$ cat src/rtl/seq_div_64.sv
// rtl/seq_div_64.sv - 64-bit unsigned restoring divider, one quotient bit per cycle.
// Optional macro SEQ_DIV_ZERO_FAST_EN: a zero divisor skips the iterations and completes in one cycle.
module seq_div_64 (
   input  logic        clk,
   input  logic        rst_n,
   input  logic        start,
   input  logic [63:0] A,
   input  logic [63:0] B,
   output logic [63:0] Q,
   output logic [63:0] R,
   output logic        busy,
   output logic        done,
   output logic        dz
);

   typedef enum logic [1:0] {
      IDLE = 2'd0,
      RUN  = 2'd1,
      DONE = 2'd2
   } state_t;

   state_t      state;
   state_t      state_next;

   logic [63:0] dvd_q;      // dividend bits shift out of the top, quotient bits shift in at the bottom
   logic [63:0] rem;
   logic [63:0] dvs;
   logic [6:0]  cnt;
   logic        dz_r;

   logic        accept;
   logic        zero_fast;
   logic        last_iter;

   logic [63:0] rem_low;
   logic [64:0] low_sum;
   logic        no_borrow;
   logic [63:0] rem_next;

   // The 65-bit partial remainder is {rem[63], rem_low}. Its subtraction of {1'b0, dvs} is split so
   // the top bit's carry-out reduces to rem[63] | carry-out of the low 64-bit complement add.
   assign rem_low   = {rem[62:0], dvd_q[63]};
   assign low_sum   = {1'b0, rem_low} + {1'b0, ~dvs} + 65'd1;
   assign no_borrow = rem[63] | low_sum[64];
   assign rem_next  = no_borrow ? low_sum[63:0] : rem_low;
   assign last_iter = (cnt == 7'd63);

   always_comb begin
      state_next = state;
      accept     = 1'b0;
      zero_fast  = 1'b0;
      case (state)
         IDLE: begin
            if (start) begin
               accept     = 1'b1;
               state_next = RUN;
`ifdef SEQ_DIV_ZERO_FAST_EN
               if (B == 64'd0) begin
                  zero_fast  = 1'b1;
                  state_next = DONE;
               end
`endif
            end
         end
         DONE: begin
            state_next = IDLE;
            if (start) begin
               accept     = 1'b1;
               state_next = RUN;
`ifdef SEQ_DIV_ZERO_FAST_EN
               if (B == 64'd0) begin
                  zero_fast  = 1'b1;
                  state_next = DONE;
               end
`endif
            end
         end
         RUN: begin
            if (last_iter) begin
               state_next = DONE;
            end
         end
         default: state_next = IDLE;
      endcase
      busy = (state == RUN);
      done = (state == DONE);
   end

   always_ff @(posedge clk) begin
      if (!rst_n) begin
         state <= IDLE;
      end else begin
         state <= state_next;
      end
   end

   always_ff @(posedge clk) begin
      if (!rst_n) begin
         dvd_q <= 64'd0;
         rem   <= 64'd0;
         dvs   <= 64'd0;
         cnt   <= 7'd0;
         dz_r  <= 1'b0;
      end else if (accept) begin
         dvs  <= B;
         cnt  <= 7'd0;
         dz_r <= (B == 64'd0);
         if (zero_fast) begin
            dvd_q <= '1;
            rem   <= A;
         end else begin
            dvd_q <= A;
            rem   <= 64'd0;
         end
      end else if (state == RUN) begin
         dvd_q <= {dvd_q[62:0], no_borrow};
         rem   <= rem_next;
         if (!last_iter) begin
            cnt <= cnt + 7'd1;
         end
      end
   end

   assign Q  = dvd_q;
   assign R  = rem;
   assign dz = dz_r;

endmodule
$ cat config.mk
export PLATFORM = sky130hd
export DESIGN_NAME = seq_div_64
export DESIGN_NICKNAME = d
export VERILOG_FILES = /design/src/rtl/seq_div_64.sv
export SDC_FILE = /design/constraint.sdc
export NUM_CORES = 1
export LEC_CHECK = 0
export ABC_AREA = 0
export CAP_MARGIN = 10
export CORE_MARGIN = 5
export CORE_UTILIZATION = 45
export DETAILED_ROUTE_END_ITERATION = 12
export PLACE_DENSITY = 0.72
export SETUP_SLACK_MARGIN = 0.1
export SLEW_MARGIN = 20
export SYNTH_ARGS = -nofsm -noshare
export SYNTH_HDL_FRONTEND = slang
export SYNTH_SLANG_ARGS = --single-unit
$ cat constraint.sdc
create_clock -name clk -period 4.15 [get_ports clk]
set_clock_uncertainty 0.05 [all_clocks]
set_input_delay 0.83 -clock clk [delete_from_list [all_inputs] [get_ports clk]]
set_output_delay 0.83 -clock clk [all_outputs]
set_load 0.02 [all_outputs]
### Word level (Yosys, flattened, before mapping)

Index checks and enable logic that the tools add are counted.
Widths: inputs -> output; s select.

* reductions and logical operators: 7
* divide/modulo/power cells: 0
* order comparisons: 0
* bitwise gates (word level): 4
* $mul: 0
* add/subtract/negate cells: 3
* shift operators: 0
* multiplexer cells: 9
* equality and inequality tests: 5

Operator list (count)
* $mux 64: 3
* $add 64x64->65: 1
* $add 65x1->65 const B: 1
* $logic_not 64->1: 1
* $not 64->64: 1
* $add 7x1->7 const B: 1
* $eq 7x6->1 const B: 1
* $pmux 2 s3: 1
* $mux 2: 2
* $reduce_and 2->1: 2
* $reduce_or 2->1: 2
* $mux 1: 3
* $eq 2x1->1 const B: 1
* $eq 2x2->1 const B: 1
* $logic_not 2->1: 1
* $ne 2x1->1 const B: 1
* $ne 2x2->1 const B: 1
* $not 1->1: 2
* $reduce_bool 2->1: 1
* $or 1x1->1: 1

* output and inout bits: 131
* bits in latches: 0
* bits in writable memories: 0
* bits in registers: 202
* input port bits: 131
* memories kept: 0
* bits in read-only memories: 0

### Logic depth before layout (Yosys ltp)

Gate-level depths: netlist of the first run.

* depth after elaboration: 6
* mapped depth: 15
* depth with buffers taken out: 13

### Least setup slack after synthesis of the first run

No wires, ideal clock.

* path type: register to register
* start point: reg dvd_q[63], in the netlist Q[63]
* end point: reg rem[58], in the netlist R[58]
* arrival time: 3146 ps
* cell stages (with the launch flop): 14
* required time: 4014 ps
* clock period less this slack: 3281 ps
* path slack: 869 ps
* buffers on the path: 0
* cell sequence: dfxtp_1 -> inv_1 -> ha_1 -> fa_1 -> nand2b_1 -> a21oi_1 -> o21a_1 -> a21oi_1 -> o21ai_0 -> a31oi_1 -> o31a_1 -> nor3_1 -> mux2_2 -> a211oi_1

* word-level cells in the longest chain between the ends: 4

Ends and longest elaborated chain
* start, declared: line 25 `logic [63:0] dvd_q;`
* start signal, assigned: line 116 `dvd_q <= {dvd_q[62:0], no_borrow};`
* $add 64x64->65 *: line 43 `assign low_sum = {1'b0, rem_low} + {1'b0, ~dvs} + 65'd1;`
* $add 65x1->65 *: line 43
* $or 1x1->1: line 44 `assign no_borrow = rem[63] | low_sum[64];`
* $mux 64 *: line 45 `assign rem_next = no_borrow ? low_sum[63:0] : rem_low;`
* end signal, assigned: line 117 `rem <= rem_next;`
* end, declared: line 26 `logic [63:0] rem;`

Every way passes the cells marked *; elsewhere a longest branch is shown, timed or not.
A chain may end at the register's enable or synchronous reset.

### Final worst setup path of the first run

Ends and elaborated chain as after synthesis.

==> key figures, run 1 <==
Placed design
  • IO buf count: around 260
  • GP Congestion: 0.914
  • Placed Area: approximately 15000 sq um
  • Post-DP HPWL: 29.7 mm
  • # placed instances: approximately 2100

Synth
  • Asr flop ratio synth: 0
  • Synth cell types: 70
  • Ys Warns: 0
  • Top cell type's share of synthesized area: 0.329
  • Synth area leader: dfxtp_1
  • Number of synthesized flops with an enable pin: 0
  • Area contributors post-synth: dfxtp_1 33%, nand2_1 6.8%, ha_1 6.6%
  • Most used DFF post-synth: dfxtp_1
  • Synthesized area: between 10000 and 15000 sq um
  • Post-synthesis average cell area: 7.71 sq um
  • FF+latch count, synth: 202
  • Post-Syn Nets: 1789
  • Cells after synthesis: ~1600
  • Sequential area share after synthesis: 0.329

GRT
  • Vias in the first global route: 11795
  • First-pass GRT wire length: 62.4 mm
  • Largest net degree at the start of global routing: 90
  • Tot GR Track Use: 0.246
  • Overflow after GRT: 0
  • Initial antenna violation count: 2

Die
  • Initial core utilization: 0.457
  • Horiz. Die Dim: 175 microns
  • Die Ht: 175 microns
  • # rows: 60
  • Core area: 26900 sq um
  • Ports: approximately 260
  • Die area: 30700 sq um

STA
  • Final setup violation count: 0
  • Slew HR: 0.281
  • Final period util: 0.885
  • Setup TNS: 0 ns
  • Tmin final: roughly 3.7 ns
  • RSZ-0062 raised after global routing: false
  • Fin Hold WS: ~0.40 ns
  • Worst-margin pin slew: 1.08 ns
  • Hold Fails Final Rpt: 0
  • Final slew viol count: 0
  • Fmax: 272 MHz

CTS
  • CTS tree: built
  • CTS root buffer: clkbuf_16
  • Reg clk slew, reported paths: 0.06 ns
  • H-tree levels: 1
  • Clock Sinks: approximately 200
  • Maximum clock insertion buffer count: 3
  • Postcts setup bufs: 0
  • Later-pin clock latency in the skew report: 0.55 ns
  • Total CTS buffers: 24

Power and ir drop
  • PD cells: 461 nW/um^2
  • Worst VDD drop: 0.369 mV
  • Static Leak: 6.20 nW
  • Total chip power: 7.31 mW

Final layout
  • Area growth syn-to-layout: 29.1%
  • Non-Filler Instances: 2140
  • Antenna cells: 0
  • Final #Nets: 1980
  • Share of cells above drive strength 1: 0.0489
  • Design Area, Final: 15800 sq um
  • Number of fill cells: 2500

Route
  • DRT Wirelength: 39.4 mm
  • Post-DRT Antenna Nets: 0
  • Drt wl/cell: between 15 and 20 microns
  • Avg Vias per Cell: ~5.7
  • Drt pass-1 iters: 5
  • DRT iter0 DRCs: 686
  • Residual DRC count: 0
  • Via count: 12184

Setup path
  • Critical setup path kind: reg2reg
  • Max Fanout on Critical Path: 5
  • Most frequent CP cell: a21oi_1
  • Slowest CP cell: fa_1
  • Worst Setup End Kind: flop
  • CP required: 4.54 ns
  • Crit path launch type: flop
  • Max incr delay on CP: 0.40 ns
  • Crit path DAT: 4.06 ns
  • R2R setup slack: 0.48 ns
  • CP Cell Sequence: inv_1 > ha_1 > fa_1 > nand2b_1 > a21oi_1 > o21a_1 > a21oi_1 > o21ai_1 > a31oi_1 > o31a_1 > nor3_1 > mux2_2 > a211oi_1

Run
  • Number of max-cap violations: 0

Run status
  • Status: complete, no violations

Min path
  • Worst min-delay path category: reg2reg
## registers in the layout, summed over array words and instances (netlist names)
register	flops
Q	64
cnt	7
R	64
state	2
dz	1
dvs	64
## Yosys cell counts, drive strengths merged (35+ instances only)
| cell type | instances |
|---|---|
| a21boi | 67 |
| a21oi | 111 |
| clkbuf | 86 |
| dfxtp | 202 |
| ha | 65 |
| inv | 78 |
| mux2i | 41 |
| nand2 | 221 |
| nand4 | 38 |
| nor2 | 192 |
| o21ai | 88 |
| o221ai | 63 |
| xnor2 | 35 |
## layout make-up
class	instances	area [sq um]	share of cell area
multi-input combinational	1195	7470	0.471
tap	341	427	0.0269
clock inverter	12	170	0.0107
timing repair buffer	281	2790	0.176
inverter	79	298	0.0188
clock buffer	30	653	0.0412
sequential	202	4040	0.255
## final timing paths
path / endpoint / cells past startpoint / startpoint
worst max-delay path: R[58] / 13 / Q[63]
worst max register to register: R[58] / 13 / Q[63]
worst min-delay path: state[1] / 1 / cnt[6]
worst min register to register: state[1] / 1 / cnt[6]
## kinds of logic (layout without fill, tap and decap cells)
kind of cell,Yosys count,in the layout,share of synthesized area
XOR/XNOR,59,59,0.0421
multiplexers,44,44,0.0365
adder cells (fa/ha/maj),66,66,0.0679
flip-flops,202,202,0.329
AO/OA/AOI/OAI,471,471,0.263
buffers and inverters,195,402,0.0643
AND/OR/NAND/NOR,555,555,0.197
## layout by cell type (no fill, tap or decap), drive strengths merged, types with 35 or more instances in the layout
| cell type | Yosys | final |
|---|---|---|
| a21boi | 67 | 67 |
| a21oi | 111 | 111 |
| clkdlybuf4s50 | 0 | 260 |
| dfxtp | 202 | 202 |
| ha | 65 | 65 |
| inv | 78 | 78 |
| mux2i | 41 | 41 |
| nand2 | 221 | 221 |
| nand4 | 38 | 38 |
| nor2 | 192 | 192 |
| o21ai | 88 | 88 |
| o221ai | 63 | 63 |
| xnor2 | 35 | 35 |
## power by group
part           switching (mW)  internal [mW]
Sequential              0.142           2.09
Combinational            1.65           1.23
Clock                   0.889           1.31
## routing by layer
metal	track usage	vias up	share of wire
li1	-	6047	-
met1	0.301	5631	0.41
met2	0.411	420	0.46
met3	0.0686	82	0.083
met4	0.0933	4	0.041
met5	0	-	0.00051
## worst max-delay path: cells and delay by family, from the launching register on
kind            cells  cell delay, ns
flops               1            0.34
mux                 1            0.36
simple gates        2            0.40
compound gates      7            1.74
fa+ha+maj           2            0.62
buf+inv             1            0.07
## stage by stage
stage	setup slack [ns]	util
2_1_floorplan	0.869	-
3_3_place_gp	0.481	0.559
3_5_place_dp	0.431	0.559
4_1_cts	0.382	0.590
5_1_grt	0.187	0.590
6_report	0.479	0.590
## timing repair
item                                    4_1_cts  5_1_grt
endpoints found under the setup margin        0        1
gates resized for setup                       0        1
hold buffers                                  0        0
(Power assumes the default switching activity.)
==> inputs of run 2 (changes only) <==
--- a/config.mk
+++ b/config.mk
@@ -6,6 +6,7 @@
 export NUM_CORES = 1
 export LEC_CHECK = 0
 export ABC_AREA = 0
+export ABC_CLOCK_PERIOD_IN_PS = 4150
 export CAP_MARGIN = 10
 export CORE_MARGIN = 5
 export CORE_UTILIZATION = 45
==> results of run 2 <==
Same layout as run 1: the final DEF is identical, and so are final timing and power.
==> inputs of run 3 (changes only) <==
--- a/config.mk
+++ b/config.mk
@@ -12,7 +12,7 @@
 export CORE_UTILIZATION = 45
 export DETAILED_ROUTE_END_ITERATION = 12
 export PLACE_DENSITY = 0.72
-export SETUP_SLACK_MARGIN = 0.1
+export SETUP_SLACK_MARGIN = 0.05
 export SLEW_MARGIN = 20
 export SYNTH_ARGS = -nofsm -noshare
 export SYNTH_HDL_FRONTEND = slang
==> run 3 against run 2 <==
Fmax shrank 3.4%. Wire length about the same. Count of clock-buffer cells in the layout did not move. Worst setup slack got worse by 0.13 ns. Largest cell class unchanged. Utilization unchanged. Power barely moved. Cell count unchanged. Worst hold slack hardly changed. Sequential share of layout area did not move. Die area unchanged. Sequential cell count stayed put.
==> key figures, run 3 (synthesis gave the netlist of run 1 again) <==
CTS
  • Cts repair resizes: 0 (unchanged)
  • Reg clk slew, reported paths: 0.06 ns (about the same)
  • Maximum clock insertion buffer count: 3 (unchanged)
  • H-tree levels: 1 (unchanged)
  • Later-pin clock latency in the skew report: 0.55 ns (about the same)
  • Total CTS buffers: 24 (unchanged)
  • CTS tree: built
  • Postcts setup bufs: 0 (unchanged)
  • Clock Sinks: 202 (unchanged)
  • Hold buffers post-CTS: 0 (unchanged)
  • CTS root buffer: clkbuf_16

STA
  • Final slew viol count: 0 (unchanged)
  • Tmin final: 3.80 ns (+0.129 ns)
  • Final setup violation count: 0 (unchanged)
  • RSZ-0062 raised after global routing: false
  • Final period util: 0.915 (+0.0310)
  • Hold Fails Final Rpt: 0 (unchanged)
  • Fmax: 263 MHz (-3.4%)
  • Slew HR: 0.282 (+0.00154)
  • Worst-margin pin slew: 1.08 ns (-0.00231 ns)
  • Setup TNS: 0 ns (unchanged)

Die
  • Ports: 262 (unchanged)
  • Horiz. Die Dim: 175 microns (unchanged)
  • Initial core utilization: 0.457 (unchanged)
  • Die area: 30700 sq um (unchanged)
  • Die Ht: 175 microns (unchanged)
  • # rows: 60 (unchanged)
  • Core area: 26900 sq um (unchanged)

Final layout
  • Commonest non-fill, non-tap cells in the layout: 260 x clkdlybuf4s50_1, 220 x nand2_1, 202 x dfxtp_1
  • Antenna cells: 0 (unchanged)
  • Non-Filler Instances: 2140 (unchanged)
  • Most common cell after layout, fill and taps aside: clkdlybuf4s50_1
  • Area of the multi-input gates: 7470 sq um (unchanged)
  • Final #Nets: 1980 (unchanged)
  • Number of fill cells: 2500 (unchanged)
  • Share of cells above drive strength 1: 0.0489 (unchanged)
  • Area growth syn-to-layout: 29.1% (unchanged)
  • FF/Latch Area: 4040 sq um (unchanged)

GRT
  • Tot GR Track Use: 0.246 (unchanged)
  • First-pass GRT wire length: 62.4 mm (unchanged)
  • Vias in the first global route: 11795 (unchanged)
  • Overflow after GRT: 0 (unchanged)
  • Initial antenna violation count: 2 (unchanged)
  • Largest net degree at the start of global routing: 90 (unchanged)

Route
  • Met3 wire len: 3.31 mm (+0.61%)
  • Post-DRT Antenna Nets: 0 (unchanged)
  • DRT iter0 DRCs: 685 (-0.15%)
  • Top sig layer: met5
  • DRT Wirelength: 39.4 mm (about the same)
  • Avg Vias per Cell: 5.71 (+0.25%)
  • Drt wl/cell: 18.4 microns (about the same)
  • Met2 Routed Length: 18.2 mm (about the same)
  • Residual DRC count: 0 (unchanged)
  • Met1 wire length: 16.3 mm (about the same)
  • Via count: 12214 (+0.25%)
  • Drt pass-1 iters: 5 (unchanged)

Placed design
  • GP Congestion: 0.914 (unchanged)
  • # placed instances: 2098 (unchanged)
  • Post-DP HPWL: 29.7 mm (unchanged)
  • IO buf count: 261 (unchanged)

Setup path
  • R2R setup slack: 0.35 ns (-0.13 ns)
  • Crit path DAT: 4.19 ns (+0.13 ns)
  • Reg2reg start: Q[63]
  • Path depth of the worst reg2reg path: 13 (unchanged)
  • Crit path launch type: flop
  • Worst reg2reg endpoint: R[58]
  • Max Fanout on Critical Path: 5 (unchanged)
  • Worst Setup End Kind: flop
  • CP required: 4.54 ns (about the same)
  • Critical setup path kind: reg2reg

Run
  • Number of max-cap violations: 0 (unchanged)

Power and ir drop
  • Int Power: 4.63 mW (about the same)
  • Switching power: 2.68 mW (about the same)
  • Clk pwr share: 0.301 (about the same)
  • Comb pwr share: 0.394 (about the same)
  • Seq pwr share: 0.306 (about the same)
  • Total chip power: 7.31 mW (about the same)
  • Switching share of total power: 0.367 (about the same)
  • Worst VDD drop: 0.369 mV (about the same)
  • Static Leak: 6.20 nW (about the same)
  • PD cells: 461 nW/um^2 (about the same)

Min path
  • WHS Path Cells: 1 (unchanged)
  • WHS Endpoint: state[1]
  • Worst Min Path Start: cnt[6]
  • Worst min-delay path category: reg2reg

Run status
  • Status: complete, no violations
## run 3: power by group through the flow
stage	registers, mW	clock network (mW)	logic [mW]
3_3_place_gp	2.27	0	2.84
6_report	2.24	2.20	2.88
5_1_grt	2.26	2.31	3.14
4_1_cts	2.24	2.24	2.86
2_1_floorplan	2.37	0	1.88
3_5_place_dp	2.28	0	2.85
## run 3: worst max-delay path: stages (launching register included)
cell and delay, ns:
dfxtp_1 0.34, inv_1 0.07, ha_1 0.22, fa_1 0.40
nand2b_1 0.18, a21oi_1 0.19, o21a_1 0.23, a21oi_1 0.17
o21ai_0 0.38, a31oi_1 0.27, o31a_1 0.39, nor3_1 0.22
mux2_2 0.36, a211oi_1 0.23
## run 3: per-layer routing
metal,GRT usage,up-vias
met5,0,-
met4,0.0933,4
met3,0.0686,82
met2,0.411,445
met1,0.301,5637
li1,-,6046
## run 3: layout make-up
class | instances | area share
Clock buffer | 30 | 0.0412
Clock inverter | 12 | 0.0107
Inverter | 79 | 0.0188
Multi-Input combinational cell | 1195 | 0.471
Sequential cell | 202 | 0.255
Tap cell | 341 | 0.0269
Timing Repair Buffer | 281 | 0.176
## run 3: per-stage QoR
stage                     setup slack (ns)  utilization  hold WS (ns)  cell area, sq um
after floorplan                      0.869            -         0.355             12300
after global placement               0.481        0.559         0.376             15000
after detailed placement             0.431        0.559         0.387             15000
after CTS                            0.382        0.590         0.398             15800
after global routing                0.0511        0.590         0.426             15800
final                                0.351        0.590         0.397             15800
## run 3: worst max-delay path by stage
stage / startpoint / to / depth (start not counted) / slack (ns)
3_3_place_gp: Q[63] / R[58] / 13 / 0.48
2_1_floorplan: Q[63] / R[58] / 13 / 0.87
6_report: Q[63] / R[58] / 13 / 0.35
5_1_grt: Q[63] / R[58] / 13 / 0.05
4_1_cts: Q[63] / R[58] / 13 / 0.38
3_5_place_dp: Q[63] / R[58] / 13 / 0.43
